## config.mk

```make
export PLATFORM = sky130hd
export DESIGN_NAME = axis_key_sequencer
export DESIGN_NICKNAME = d
export VERILOG_FILES = /design/src/rtl/axis_key_sequencer.sv
export SDC_FILE = /design/constraint.sdc
export NUM_CORES = 1
export LEC_CHECK = 0
export ABC_AREA = 0
export CAP_MARGIN = 0
export CORE_MARGIN = 3
export CORE_UTILIZATION = 40
export CTS_BUF_LIST = sky130_fd_sc_hd__clkbuf_8
export DETAILED_ROUTE_END_ITERATION = 12
export DONT_BUFFER_PORTS = 1
export HOLD_SLACK_MARGIN = 0.02
export PLACE_DENSITY_LB_ADDON = 0.2
export SLEW_MARGIN = 25
export SYNTH_ARGS = -nofsm -noshare
export SYNTH_HDL_FRONTEND = slang
export SYNTH_SLANG_ARGS = --single-unit
```

## constraint.sdc

```tcl
create_clock -name aclk -period 3.6 [get_ports aclk]
set_input_delay 1.08 -clock aclk [delete_from_list [all_inputs] [get_ports aclk]]
set_output_delay 1.08 -clock aclk [all_outputs]
set_load 0.03 [all_outputs]
```

## src/rtl/axis_key_sequencer.sv

```systemverilog
// Key pulse-train generator feeding the envelope keyer's key_flag input.
// A trigger rising edge starts a sequence built from the on/off/count config latched at that start.
module axis_key_sequencer #(
    parameter int CNTR_WIDTH  = 32,
    parameter int PULSE_WIDTH = 16
) (
    input  logic                   aclk,
    input  logic                   areset,
    input  logic [CNTR_WIDTH-1:0]  cfg_on,
    input  logic [CNTR_WIDTH-1:0]  cfg_off,
    input  logic [PULSE_WIDTH-1:0] cfg_count,
    input  logic                   trigger,
    input  logic                   stop,
    output logic                   key_flag,
    output logic                   busy,
    output logic [PULSE_WIDTH-1:0] pulse_cnt,
    output logic                   done
);
    typedef enum logic [1:0] {IDLE, ON, OFF} state_t;

    localparam logic [CNTR_WIDTH-1:0]  TMR_ONE = CNTR_WIDTH'(1);
    localparam logic [PULSE_WIDTH-1:0] CNT_ONE = PULSE_WIDTH'(1);

    state_t                 state, state_n;
    logic [CNTR_WIDTH-1:0]  timer, timer_n;
    logic [CNTR_WIDTH-1:0]  sh_on, sh_off;
    logic [PULSE_WIDTH-1:0] sh_count;
    logic [PULSE_WIDTH-1:0] cnt_n, cnt_inc;
    logic                   key_n, busy_n, done_n, latch;
    logic                   trig_d, start;
    logic [CNTR_WIDTH-1:0]  off_reload;

    assign start   = trigger & ~trig_d;
    assign cnt_inc = pulse_cnt + CNT_ONE;
    // A zero off-time still gives a one-cycle gap so pulses never merge.
    assign off_reload = (sh_off == '0) ? '0 : sh_off - TMR_ONE;

    always_comb begin
        state_n = state;
        timer_n = timer;
        key_n   = key_flag;
        busy_n  = busy;
        cnt_n   = pulse_cnt;
        done_n  = 1'b0;
        latch   = 1'b0;
        case (state)
            IDLE: begin
                if (start && cfg_on != '0) begin
                    latch   = 1'b1;
                    cnt_n   = '0;
                    timer_n = cfg_on - TMR_ONE;
                    state_n = ON;
                    key_n   = 1'b1;
                    busy_n  = 1'b1;
                end
            end
            ON: begin
                if (timer == '0) begin
                    cnt_n = cnt_inc;
                    key_n = 1'b0;
                    if (stop || (sh_count != '0 && cnt_inc == sh_count)) begin
                        state_n = IDLE;
                        busy_n  = 1'b0;
                        done_n  = 1'b1;
                    end else begin
                        state_n = OFF;
                        timer_n = off_reload;
                    end
                end else begin
                    timer_n = timer - TMR_ONE;
                end
            end
            OFF: begin
                if (stop) begin
                    state_n = IDLE;
                    busy_n  = 1'b0;
                    done_n  = 1'b1;
                end else if (timer == '0) begin
                    timer_n = sh_on - TMR_ONE;
                    key_n   = 1'b1;
                    state_n = ON;
                end else begin
                    timer_n = timer - TMR_ONE;
                end
            end
            default: begin
                state_n = IDLE;
                key_n   = 1'b0;
                busy_n  = 1'b0;
            end
        endcase
    end

    always_ff @(posedge aclk) begin
        if (areset) begin
            state     <= IDLE;
            timer     <= '0;
            key_flag  <= 1'b0;
            busy      <= 1'b0;
            done      <= 1'b0;
            pulse_cnt <= '0;
            trig_d    <= 1'b0;
            sh_on     <= '0;
            sh_off    <= '0;
            sh_count  <= '0;
        end else begin
            state     <= state_n;
            timer     <= timer_n;
            key_flag  <= key_n;
            busy      <= busy_n;
            done      <= done_n;
            pulse_cnt <= cnt_n;
            trig_d    <= trigger;
            if (latch) begin
                sh_on    <= cfg_on;
                sh_off   <= cfg_off;
                sh_count <= cfg_count;
            end
        end
    end
endmodule

```

After elaboration in Yosys (flattened, before gate mapping)
Cells that the tools add are included.

Logic and storage cells: 74. Register bits: 134.

Bitwise operators: 2. Mux-type cells: 31. Reduce and logical (&&, ||, !) cells: 15. Add/subtract/negate cells: 5. Equal/unequal tests: 11.

Operators with widths (count): two-way mux 32 bit (6); subtractor 32 x 1 -> 32 bit (second input constant) (4); case mux 32 bit (3 select lines) (1); zero test 32 bit (2); two-way mux 16 bit (2); case mux 16 bit (2 select lines) (1); nonzero test 32 bit (1); adder 16 x 1 -> 16 bit (second input constant) (1); equality test 16 bit (1); nonzero test 16 bit (1); two-way mux 1 bit (12); inequality test 2 bit (second input constant) (6); AND reduction 4 bit (3); two-way mux 2 bit (5); inequality test 3 bit (second input constant) (2); case mux 1 bit (3 select lines) (2); case mux 2 bit (3 select lines) (1); AND reduction 3 bit (2); nonzero test 3 bit (1); equality test 2 x 1 -> 1 bit (second input constant) (1); equality test 2 bit (second input constant) (1); logical AND 1 bit (2); zero test 2 bit (1); case mux 1 bit (2 select lines) (1); other kinds (4) (4).

Logic depth before layout (Yosys ltp)
Depth in word-level cells: 7. Gate-level depth with buffers: 13. Mapped depth without buffers: 10.

Least setup slack after synthesis
OpenSTA, ideal clock, no wires.

Kind: input-to-reg. Start: input cfg_on[0]. End: register timer[29]. Data arrival time: 3.627 ns. Setup time: 0.117 ns. Slack: -0.144 ns. Data required time: 3.483 ns. Cell stages on the path: 12. Cell sequence: inv_1 > ha_1 > or3b_2 > clkbuf_1 > nor4_1 > nand3_1 > o41a_1 > and4b_1 > o21ai_2 > nor2_1 > clkbuf_1 > a22o_1.

Word-level cells in the longest chain between the ends: 4. Elaborated cells between the ends (all ways): 7. Classes of those cells: 1 x add/sub; 1 x eq/ne; 2 x mux; 3 x reduce/logical.

RTL lines: start, declared (line 9) `input logic [CNTR_WIDTH-1:0] cfg_on,`; branches (longest 4 deep; another with subtractor 32 x 1 -> 32 bit); end signal, assigned (line 108) `timer <= timer_n;`; end, declared (line 25) `logic [CNTR_WIDTH-1:0] timer, timer_n;`.

Several ways; the timed one is not identified. The select of a mux whose other input is x is not followed. A chain may end at the register's enable or synchronous reset.

Worst setup path after layout
Start: register timer[7]. End: register timer[15].

Word-level cells in the longest chain between the ends: 4. Elaborated cells between the ends (all ways): 8. Classes of those cells: 1 x add/sub; 1 x eq/ne; 4 x mux; 2 x reduce/logical.

RTL lines: subtractor 32 x 1 -> 32 bit / zero test 32 bit (equally long branches); two-way mux 32 bit (line 78) `end else if (timer == '0) begin`; two-way mux 32 bit (line 74) `if (stop) begin`; case mux 32 bit (3 select lines) (line 46) `case (state)`.

Several ways; a longest one is shown, not always the timed one. The select of a mux whose other input is x is not followed.

==> results.toml <==
[die]
chipWidth_um = 153
rows = 53
die-area_um2 = 23500
initial_core_util_pct = 41.0
die_y_um = 153
ios = 103
core_area_um2 = 21200

[global_route]
grt_remaining_overflow = 0
grt_antenna_before_repair = 0
grt_pass1_wl_um = 43100
first_global_vias = 7819
grt_start_max_net_pins = 122
grt_usage_pct = 22.6

[timing]
slew_violations = 0
worst_pin_slew_ns = 1.03
rsz0062_at_grt = "no"
skew_ns = 0.0125
relSlewSlack_pct = 31.1
period_minus_slack_ns = 3.47
setup-violations-final = 0
fmax_ghz = 0.288
hold_viol = 0
fin_crit_sh_pct = 96.4

[power_and_ir_drop]
pwr-share-comb_pct = 48.7
swShare_pct = 44.2
power_w = 0.00676
powerDensity_nw_per_um2 = 697
p_sw_w = 0.00299
clkPwrFrac_pct = 20.0
p_int_w = 0.00377
p_leak_nw = 3.57
seq_power_share_pct = 31.2
ir_worst_vdd_mv = 0.308

[layout]
drive_gt1_share_pct = 9.98
utilization_pct = 45.8
diodes = 0
area_growth_pct = 11.7
nNetsFinal = 1274

[clocking]
cts_tree = "done"
cts-resized-gates = 0
clk_pin_slew_worst_paths_ns = 0.08
cts_num_sinks = 134
cts.htree.levels = 4
hold_buffers = 0
cts_buffer_depth = 2
cts_made_buffers = 17
insertion_delay_ns = 0.45
post_cts_buffers = 0
root_buffer = "clkbuf_8"

[synth]
ys_seq_area_share_pct = 30.9
synth_area_leaders = "dfxtp_1 31%, nand2_1 9.3%, a21oi_1 7.9%, xor2_1 6.7%, xnor2_1 5.8%"
synth-xor-area-share_pct = 12.4
yosysUniqueCellTypes = 74
synth_compound_area_share_pct = 20.7
post-synth-top-area-cell = "dfxtp_1"
synth-edff-count = 0
netlist_area_um2 = 8680
yosysTopAreaCellShare_pct = 30.9
synthSimpleGateAreaFrac_pct = 29.7
synth_warnings = 0
ys_ff_latch = 134
syn_avg_cell_area_um2 = 7.43
netlist_top_cells_count = "214 x nand2_1, 137 x a21oi_1, 134 x dfxtp_1"
synth_ff_type = "dfxtp_1"
synth-adder-area-share_pct = 1.59
synth_top_family_by_area = "simple AND/OR/NAND/NOR gates"
synth_nets = 1264
synthCells = 1169
synth_mux_area_share_pct = 0.346
synth_most_common_cell = "nand2_1"
async_flop_share_pct = 0

[setup_path]
cp-end-kind = "flop"
start_kind = "flop"
cp_max_fo = 10
crit_arrival_ns = 3.82
crit_type = "flop to flop"
r2r_cells = 8
crit_required_ns = 3.95

[route]
dr.pass1.iters = 7
vias = 8531
ant_nets = 0
drc = 0
wl_um = 27200
drt_iter0_drc = 767
wl_per_cell_um = 18.6
via_per_inst = 5.82

[worst_hold_path]
hold_class = "flop to flop"
holdPathStages = 2

[run_status]
status = "finished clean"

[placed_design]
hpwl_um = 19900
place.gp.congestion = 0.897
io_buffer_count = 0

[job]
drv_cap = 0
layer usage:
metal | wire, um | vias up | share of wire [%] | track usage (%)
met1 | 12800 | 3990 | 47 | 32.3
li1 | - | 4228 | - | -
met4 | 385 | 0 | 1.4 | 5.22
met2 | 11700 | 288 | 43 | 33.5
met3 | 2360 | 25 | 8.7 | 6.65
met5 | 0 | - | 0 | 0
metrics by stage:
| stage | area, um^2 | hold slack (ns) | setup WS (ns) | TNS, ns | cells |
|---|---|---|---|---|---|
| after floorplan | 8700 | 0.448 | 0.00222 | 0 | 1169 |
| after global placement | 9280 | 0.464 | -0.00697 | -0.0132 | 1435 |
| after CTS | 9690 | 0.481 | 0.182 | 0 | 1467 |
| after global routing | 9690 | 0.503 | 0.0342 | 0 | 1467 |
| final | 9690 | 0.485 | 0.129 | 0 | 1467 |
| after detailed placement | 9280 | 0.469 | -0.110 | -2.13 | 1435 |
cell families (layout without fill, tap and decap cells):
kind of cell,count (synthesis),after routing
DFF,134,134
adders and majority gates,11,11
and+or+nand+nor,522,522
AOI/OAI and AO/OA,288,288
xor gates and xnor gates,123,123
muxes,3,3
buffers and inverters,88,111
cells in the final DEF (no fill, tap or decap), types with 4 or more instances in the layout:
cell,instances
nand2_1,214
a21oi_1,137
dfxtp_1,134
nor2_1,80
xor2_1,66
buf_4,58
xnor2_1,57
nor3_1,47
o21ai_0,41
nor4_1,35
nand3_1,25
or4_1,20
inv_1,17
clkbuf_8,17
nand4_1,16
o22ai_1,15
nand3b_1,13
or3_1,12
ha_1,11
a211o_1,10
a22o_1,10
nand2b_1,8
o211ai_1,7
nor2b_1,7
a31oi_1,7
and3_1,6
a211oi_1,6
a32o_1,6
nand4b_1,5
a22oi_1,5
or2_2,5
o31ai_1,5
a221oi_1,5
buf_12,5
or4_4,4
o2111ai_1,4
nor3b_1,4
power by group through the flow:
stage          sequential [W]  clock (W)  combinational [W]
2_1_floorplan         0.00203          0            0.00244
3_3_place_gp          0.00213          0            0.00321
3_5_place_dp          0.00214          0            0.00324
4_1_cts               0.00210    0.00139            0.00325
5_1_grt               0.00215    0.00145            0.00361
6_report              0.00211    0.00136            0.00329
worst max-delay path, cell delays in order, from the launching register on:
cell,delay (ns)
dfxtp_1,0.37
or4_4,0.59
or4_4,0.52
or4_1,0.74
buf_4,0.25
a21oi_1,0.25
a2bb2oi_1,0.18
o21ai_0,0.17
a32o_1,0.29
worst paths after layout:
path                             endpoint  slack (ns)      from
worst max-delay path            timer[15]        0.13  timer[7]
worst min-delay path             sh_on[1]        0.49  sh_on[1]
worst max register to register  timer[15]        0.13  timer[7]
worst min register to register   sh_on[1]        0.49  sh_on[1]
cell type report:
type | instances | area (um^2)
clock inverter | 15 | 179
timing repair buffer | 63 | 536
sequential | 134 | 2680
inverter | 16 | 60.1
tap | 275 | 344
clock buffer | 17 | 234
multi-input combinational | 947 | 5660
fill | 2146 | 11500
registers in the layout, summed over array words and instances, names as in the netlist:
signal     flops
sh_count      16
sh_on         32
done           1
key_flag       1
timer         32
pulse_cnt     16
trig_d         1
sh_off        32
state          2
busy           1
(Power assumes the default switching activity.)
